## config.mk

```make
export PLATFORM = sky130hd
export DESIGN_NAME = axi_rd_arbiter
export DESIGN_NICKNAME = d
export VERILOG_FILES = /design/src/rtl/axi_rd_arbiter.sv
export SDC_FILE = /design/constraint.sdc
export NUM_CORES = 1
export LEC_CHECK = 0
export CAP_MARGIN = 20
export CORE_MARGIN = 3
export CORE_UTILIZATION = 32
export DETAILED_ROUTE_END_ITERATION = 10
export PLACE_DENSITY = 0.88
export SYNTH_ARGS = -nofsm -noshare
export SYNTH_HDL_FRONTEND = slang
export SYNTH_SLANG_ARGS = --single-unit
```

## constraint.sdc

```tcl
create_clock -name clk -period 2.2 [get_ports clk]
set_clock_uncertainty 0.2 [all_clocks]
set_input_delay 0.55 -clock clk [delete_from_list [all_inputs] [get_ports clk]]
set_output_delay 0.55 -clock clk [all_outputs]
set_load 0.05 [all_outputs]
```

## src/rtl/axi_rd_arbiter.sv

```systemverilog
// axi_rd_arbiter: lets the I-cache and D-cache miss engines take turns on one
// AXI4 read channel pair (AR + R). One requester holds the grant from its AR
// handshake through the R beat that carries rlast.
//
// Ports:
//   clk, rst            clock, synchronous active-high reset
//   i_ar*, i_r*         instruction-cache requester (ar in, r out, rready in)
//   d_ar*, d_r*         data-cache requester (same shape as i_*)
//   m_ar*, m_r*         bus side (ar out registered, r in, rready out)
//   busy                high whenever a grant is outstanding (state != IDLE)
//
// Parameters: ADDR_W, DATA_W, D_FIRST (1 = D wins a tie, 0 = I wins a tie).
//
// Optional build macro ARB_ROUND_ROBIN_EN: a tie goes to the requester that was
// not granted last (last_grant register, reset to I). D_FIRST is then ignored.
module axi_rd_arbiter #(
  parameter int ADDR_W  = 32,
  parameter int DATA_W  = 32,
  parameter int D_FIRST = 1
) (
  input  logic              clk,
  input  logic              rst,
  // requester I
  input  logic [ADDR_W-1:0] i_araddr,
  input  logic [7:0]        i_arlen,
  input  logic [2:0]        i_arsize,
  input  logic              i_arvalid,
  output logic              i_arready,
  output logic [DATA_W-1:0] i_rdata,
  output logic              i_rlast,
  output logic              i_rvalid,
  input  logic              i_rready,
  // requester D
  input  logic [ADDR_W-1:0] d_araddr,
  input  logic [7:0]        d_arlen,
  input  logic [2:0]        d_arsize,
  input  logic              d_arvalid,
  output logic              d_arready,
  output logic [DATA_W-1:0] d_rdata,
  output logic              d_rlast,
  output logic              d_rvalid,
  input  logic              d_rready,
  // bus
  output logic [ADDR_W-1:0] m_araddr,
  output logic [7:0]        m_arlen,
  output logic [2:0]        m_arsize,
  output logic              m_arvalid,
  input  logic              m_arready,
  input  logic [DATA_W-1:0] m_rdata,
  input  logic              m_rlast,
  input  logic              m_rvalid,
  output logic              m_rready,
  output logic              busy
);

  typedef enum logic [2:0] {IDLE, AR_I, R_I, AR_D, R_D} state_t;

  state_t state, state_n;
  logic   pick_i, pick_d;

`ifdef ARB_ROUND_ROBIN_EN
  logic last_grant;  // 0 = I was granted last, 1 = D was granted last

  // On a tie the side that did not win last time goes first.
  assign pick_d = d_arvalid & (~i_arvalid | ~last_grant);
`else
  assign pick_d = d_arvalid & (~i_arvalid | (D_FIRST != 0));
`endif
  assign pick_i = i_arvalid & ~pick_d;

  // State register plus the registered AR payload toward the bus.
  always_ff @(posedge clk) begin
    if (rst) begin
      state     <= IDLE;
      m_araddr  <= '0;
      m_arlen   <= '0;
      m_arsize  <= '0;
      m_arvalid <= 1'b0;
`ifdef ARB_ROUND_ROBIN_EN
      last_grant <= 1'b0;
`endif
    end else begin
      state <= state_n;
      case (state)
        IDLE: begin
          if (pick_d) begin
            m_araddr  <= d_araddr;
            m_arlen   <= d_arlen;
            m_arsize  <= d_arsize;
            m_arvalid <= 1'b1;
          end else if (pick_i) begin
            m_araddr  <= i_araddr;
            m_arlen   <= i_arlen;
            m_arsize  <= i_arsize;
            m_arvalid <= 1'b1;
          end
`ifdef ARB_ROUND_ROBIN_EN
          if (pick_d)      last_grant <= 1'b1;
          else if (pick_i) last_grant <= 1'b0;
`endif
        end
        AR_I, AR_D: if (m_arready) m_arvalid <= 1'b0;
        default: ;
      endcase
    end
  end

  // Next state and the combinational channel steering.
  always_comb begin
    state_n   = state;
    i_arready = 1'b0;
    d_arready = 1'b0;
    i_rvalid  = 1'b0;
    d_rvalid  = 1'b0;
    i_rlast   = 1'b0;
    d_rlast   = 1'b0;
    m_rready  = 1'b0;
    // Data is shared; only the granted side ever sees rvalid.
    i_rdata   = m_rdata;
    d_rdata   = m_rdata;
    busy      = (state != IDLE);
    case (state)
      IDLE: begin
        if (pick_d)      state_n = AR_D;
        else if (pick_i) state_n = AR_I;
      end
      AR_I: begin
        i_arready = m_arvalid & m_arready;
        if (m_arvalid & m_arready) state_n = R_I;
      end
      AR_D: begin
        d_arready = m_arvalid & m_arready;
        if (m_arvalid & m_arready) state_n = R_D;
      end
      R_I: begin
        i_rvalid = m_rvalid;
        i_rlast  = m_rlast;
        m_rready = i_rready;
        // Only the bus rlast closes the grant; arlen is not counted here.
        if (m_rvalid & i_rready & m_rlast) state_n = IDLE;
      end
      R_D: begin
        d_rvalid = m_rvalid;
        d_rlast  = m_rlast;
        m_rready = d_rready;
        if (m_rvalid & d_rready & m_rlast) state_n = IDLE;
      end
      default: state_n = IDLE;
    endcase
  end

endmodule

```

==> metrics.md, run 1 <==
| Metric | Value |
|---|---|
| Comb power frac | `60.9%` |
| Synth Warn # | `0` |
| Synth-to-Final Area Change | `42.4%` |
| Hold/Removal Path Class | `reg2reg` |
| FMAX | `0.459 GHz` |
| Psw | `2.55 mW` |
| DP HPWL | `6090 um` |
| Worst-skew pair later-pin latency | `0.29 ns` |
| Antenna Cells | `0` |
| Req. time, crit path | `1.45 ns` |
| Drt first pass iters | `3` |
| Net Sw Frac | `47.6%` |
| Design area | `4040 um2` |
| # port buffers | `146` |
| First-pass GRT wire length | `11,600 um` |
| Reg2Reg Setup Slack | `0.33 ns` |
| Root buf cell | `clkbuf_8` |
| Sequential share of the synthesized area | `33.2%` |
| Clock share of power | `13.7%` |
| Reg-to-reg startpoint | `state[0]` |
| H-Tree Depth | `2` |
| Int Power | `2.81 mW` |
| Vias in the first global route | `2,371` |
| Worst path depth | `3` |
| Clk buf depth | `2` |
| Clk slew on worst S/H paths | `0.08 ns` |
| Sequential share of power | `25.4%` |
| I/O pin cnt | `243` |
| Crit path DAT | `1.43 ns` |
| FP Rows | `33` |
| Crit. End Element | `primary output` |
| Initial Util | `33.7%` |
| Relative slew slack | `75.5%` |
| Mean Syn Cell Area | `9.62 um2` |
| Post-DRT Antenna Nets | `0` |
| RePlAce Congestion | `0.748` |
| Drc violations | `0` |
| Die Width | `100 um` |
| Share of the synthesized area in the top cell type | `33.2%` |
| Capturing point of the worst reg2reg path | `m_araddr[23]` |
| Core area | `8420 um2` |
| DP Area | `3870 um2` |
| Slew Limit Fails | `0` |
| Final WL | `7450 um` |
| Crit-path max FO | `4` |
| Filler Cell Count | `799` |
| GRT Overall Usage | `14.3%` |
| Post-Syn Instances | `295` |
| VDD IR max | `0.000601 V` |
| Setup violations, final | `0` |
| TritonCTS Buffers | `5` |
| Tmin final | `2.18 ns` |
| Startpoint types | `primary input` |
| Critical Path, Cell by Cell | `clkdlybuf4s50_1, and3_4, buf_12` |
| Leak | `1.69 nW` |
| Setup WS pre-CTS | `-0.138 ns` |
| Largest net degree at the start of global routing | `58` |
| Hold slack | `0.301 ns` |
| Syn_nets | `422` |
| CP endpoint | `d_rvalid` |
| TritonCTS clock tree | `built` |
| Post-Syn Area | `2840 um2` |
| Synth unique cells | `27` |
| Final cycle utilization of the critical path | `99.1%` |
| Yosys reg bits | `47` |
| Leading post-synthesis cells by cell area | `dfxtp_1 33%, buf_4 18%, mux2i_1 16%` |
| Pwr per Cell Area | `1330 nW/um2` |
| Avg Vias per Cell | `4.76` |
| Worst Setup SP | `m_rvalid` |
| Worst Reg2Reg Path Length in Cells | `5` |
| Setup WS post-layout | `0.0200 ns` |
| Wirelength per Cell | `15.5 um` |
| Slowest Stage Delay on Critical Path | `0.54 ns` |
| 1st-iter DRT viols | `45` |
| Total negative slack | `0 ns` |
| Synth area leader | `dfxtp_1` |
| Nets | `500` |
| Crit path buf inv count | `2` |
| Initial antenna violation count | `0` |
| Die area | `10,000 um2` |
| Crit Path Category | `in2out` |
| CP max-delay cell | `clkdlybuf4s50_1` |
| Status | `complete, no violations` |
| Via count | `2,280` |
| Clock Sinks | `47` |
| Top Family by Delay on Critical Path | `buffers and inverters` |
| Total gr overflow | `0` |
| Endpoints failing hold | `0` |
| Design Power | `5.37 mW` |
| Fraction of final layout cells sized beyond drive strength 1 | `28.3%` |
| Reported max-cap violation count | `0` |
| Slew @ Worst Pin | `0.367 ns` |
| Vert. Die Dim | `100 um` |
-- cell families after synthesis --
| kind of cell | Yosys count | share of synthesized area [%] |
|---|---|---|
| multiplexers | 46 | 16.3 |
| AND/OR/NAND/NOR | 68 | 11.3 |
| buffers and inverters | 86 | 22.1 |
| flip-flops | 47 | 33.2 |
| AO/OA/AOI/OAI | 48 | 17.1 |
-- cells in the mapped netlist --
| library cell | n |
|---|---|
| clkbuf_1 | 5 |
| a211oi_2 | 22 |
| buf_2 | 7 |
| and2_1 | 2 |
| a21oi_1 | 1 |
| nor2_1 | 47 |
| nor2_8 | 1 |
| and4_1 | 1 |
| nor2b_1 | 2 |
| nor3b_1 | 2 |
| a32oi_1 | 1 |
| buf_6 | 6 |
| nand2_1 | 2 |
| buf_1 | 1 |
| nand2b_1 | 2 |
| dfxtp_1 | 47 |
| and3_1 | 2 |
| mux2i_1 | 45 |
| a211oi_1 | 22 |
| or3_1 | 1 |
| nor3_1 | 1 |
| o21ai_0 | 1 |
| nand3_1 | 2 |
| buf_4 | 67 |
| mux2_2 | 1 |
| o311ai_4 | 1 |
| nand3b_1 | 3 |
-- cell type report --
class	instances	area [um2]	area share, %
Clock buffer	6	72.6	1.80
Timing Repair Buffer	157	1530	37.7
Tap cell	105	131	3.25
Multi-Input combinational cell	162	1310	32.3
Sequential cell	47	946	23.4
Clock inverter	2	60.1	1.49
-- layout by cell type (no fill, tap or decap), types with 2 or more instances in the layout --
cell and count:
dfxtp_1 45, buf_4 53, mux2i_1 45, a211oi_1 22
a211oi_2 22, nor2b_1 2, bufinv_16 2, nand2b_1 2
nand3b_1 3, clkbuf_8 5, buf_12 10, buf_2 2
and2_1 2, nand3_1 2, dlygate4sd2_1 3, and3_4 2
clkdlybuf4s50_1 89, nor2_1 47
-- flip-flops by register name (all words and copies together), names as in the netlist --
register   flops
m_arvalid      1
m_arlen        8
state          3
m_arsize       3
m_araddr      32
-- tightest hold or removal path, delay by kind of cell (launching register included) --
family	cells	cell delay, ns
and+or+nand+nor	1	0.09
DFF	1	0.32
AOI/OAI and AO/OA	1	0.05
-- power by group through the flow --
| stage | clock (mW) | combinational [mW] | sequential (mW) |
|---|---|---|---|
| after floorplan | 0 | 1.59 | 2.37 |
| after global placement | 0 | 3.19 | 1.36 |
| after detailed placement | 0 | 3.26 | 1.37 |
| after CTS | 0.766 | 3.26 | 1.36 |
| after global routing | 0.795 | 3.46 | 1.41 |
| final | 0.737 | 3.27 | 1.36 |
-- metal layers --
| layer | wire length (um) | GRT usage, % |
|---|---|---|
| met1 | 2780 | 15.8 |
| met2 | 3840 | 26.1 |
| met3 | 629 | 3.89 |
| met4 | 192 | 5.28 |
| met5 | 0 | 0 |
-- stage by stage --
stage,util (%),std cells
2_1_floorplan,-,295
3_3_place_gp,46.0,470
3_5_place_dp,46.0,470
4_1_cts,47.6,478
5_1_grt,48.0,479
6_report,48.0,479
-- worst min-delay path by stage --
stage | from | to | cells after the start
after floorplan | state[1] | state[1] | 3
after global placement | m_araddr[3] | m_araddr[3] | 2
after detailed placement | m_araddr[30] | m_araddr[30] | 2
after CTS | m_arsize[2] | m_arsize[2] | 2
after global routing | m_araddr[28] | m_araddr[28] | 2
final | m_arsize[0] | m_arsize[0] | 2
-- timing repair --
action,4_1_cts,5_1_grt
endpoints found under the setup margin,4,7
hold buffers,0,0
endpoints found under the hold margin,0,0
gates resized for setup,6,6
pin swaps,2,0
buffers inserted,0,1
Power figures use the tool's default switching activity.
==> inputs of run 2 (changes only) <==
- CTS_CLUSTER_DIAMETER: default -> 60
- REMOVE_ABC_BUFFERS: default -> 1
==> run 2 against run 1 <==
Effect of this change:
- critical path depth unchanged
- global-route usage rose by 3.8 points
- fmax increased by 0.87%
- register-to-register slack better by 0.03 ns
- wire length is 28% higher
- via count grew 4.3%
- worst hold slack is essentially flat
- count of clock-buffer cells in the layout is the same
- final area fell by 1.2%
- sequential share of layout area up 0.25 points
- setup slack improved by 0.019 ns
- critical path type unchanged
- highest routed layer is now met5
==> metrics.md, run 2 (same netlist as run 1, synthesis figures left out) <==
| Metric | Value |
|---|---|
| Status | `complete, no violations` |
| Initial Util | `33.7%` |
| Max FFs per register | `32` |
| Met3 usage | `15.6%` |
| Unrepaired setup endpoints after global routing | `false` |
| Worst-skew pair later-pin latency | `0.28 ns` |
| Drc violations | `0` |
| FMAX | `0.463 GHz` |
| Vert. Die Dim | `100 um` |
| GRT met2 Usage | `27.3%` |
| Drt first pass iters | `3` |
| Final cycle utilization of the critical path | `98.2%` |
| # port buffers | `146` |
| Tmin final | `2.16 ns` |
| Clock Sinks | `47` |
| Largest net degree at the start of global routing | `49` |
| Synth-to-Final Area Change | `40.7%` |
| First-pass GRT wire length | `13,700 um` |
| Vias in the first global route | `2,382` |
| GRT Overall Usage | `18.2%` |
| Reported max-cap violation count | `0` |
| TritonCTS Buffers | `5` |
| Root buf cell | `clkbuf_8` |
| Slew @ Worst Pin | `0.367 ns` |
| Setup violations, final | `0` |
| GR Util met1 | `19.4%` |
| Antenna Cells | `0` |
| Setup WS post-layout | `0.0389 ns` |
| Via count | `2,379` |
| Post-CTS Hold Buffers | `0` |
| Hold slack | `0.301 ns` |
| # placed instances | `469` |
| Final core occ | `47.4%` |
| Crit path DAT | `1.41 ns` |
| Hold/Removal Path Class | `reg2reg` |
| H-Tree Depth | `2` |
| Total gr overflow | `0` |
| Die Width | `100 um` |
| Most used routing layer in global routing | `met2` |
| Slew Limit Fails | `0` |
| Core area | `8420 um2` |
| Crit-path max FO | `4` |
| Biggest register | `m_araddr` |
| Fraction of final layout cells sized beyond drive strength 1 | `28.4%` |
| Fin cells | `478` |
| FP Rows | `33` |
| I/O pin cnt | `243` |
| Filler Cell Count | `801` |
| Nets | `499` |
| Initial antenna violation count | `0` |
| Most frequent cells in the layout | `88 x clkdlybuf4s50_1, 51 x buf_4, 47 x nor2_1` |
| Pwr per Cell Area | `1270 nW/um2` |
| Leak | `1.67 nW` |
| Wirelength per Cell | `20.0 um` |
| Top flop regs | `m_araddr (32), m_arlen (8)` |
| TritonCTS clock tree | `built` |
| Post-DRT Antenna Nets | `0` |
| Endpoints failing hold | `0` |
| Req. time, crit path | `1.45 ns` |
| DP HPWL | `7930 um` |
| Crit. End Element | `primary output` |
| RePlAce Congestion | `0.791` |
| VDD IR max | `0.000514 V` |
| Crit Path Category | `in2out` |
| Avg Vias per Cell | `4.98` |
| Relative slew slack | `75.5%` |
| Startpoint types | `primary input` |
| 1st-iter DRT viols | `34` |
| Clk slew on worst S/H paths | `0.09 ns` |
| Die area | `10,000 um2` |
| Final WL | `9560 um` |
| Total negative slack | `0 ns` |
| Setup WS pre-CTS | `-0.126 ns` |
| Leading cell type in the layout, fill and taps excluded | `clkdlybuf4s50_1` |
| Clk buf depth | `2` |
run 2: path summary, 6_finish.rpt:
check	start	endpoint	slack [ns]	depth (start not counted)
worst max-delay path	m_rlast	d_rlast	0.04	3
worst min-delay path	m_arlen[2]	m_arlen[2]	0.30	2
worst max register to register	state[1]	m_araddr[21]	0.36	5
worst min register to register	m_arlen[2]	m_arlen[2]	0.30	2
run 2: timing repair:
item | CTS | global route
buffers inserted | 1 | 0
gates resized for setup | 8 | 6
gates cloned | 0 | 0
endpoints found under the setup margin | 5 | 6
pin swaps | 2 | 0
run 2: layout make-up:
type,instances,area (um2),area share (%)
well taps,105,131,3.29
multi-input cells,162,1300,32.6
repair buffers,156,1530,38.4
flip-flops and latches,47,945,23.7
clock buffers,6,72.6,1.82
clock inverters,2,12.5,0.313
run 2: worst max-delay path, cell delays in order:
cell	delay [ns]
clkdlybuf4s50_1	0.52
and3_4	0.21
buf_12	0.13
run 2: power by group:
part,leakage (nW),total [mW],internal (mW),switching (mW)
Sequential,0.392,1.37,1.17,0.199
Clock,0.0412,0.508,0.223,0.286
Combinational,1.24,3.19,1.17,2.02
run 2: layer usage:
metal | routed length (um) | vias up | part of all wire (%)
met2 | 4040 | 173 | 42
li1 | - | 1123 | -
met1 | 3580 | 1071 | 37
met4 | 60 | 2 | 0.63
met3 | 1810 | 10 | 19
met5 | 69 | - | 0.72
run 2: stage by stage:
step                cell area (um2)  total power [mW]
finish                         3990              5.07
global route                   3990              5.38
global placement               3870              4.50
detailed placement             3870              4.57
floorplan                      2210              3.42
CTS                            3980              5.13
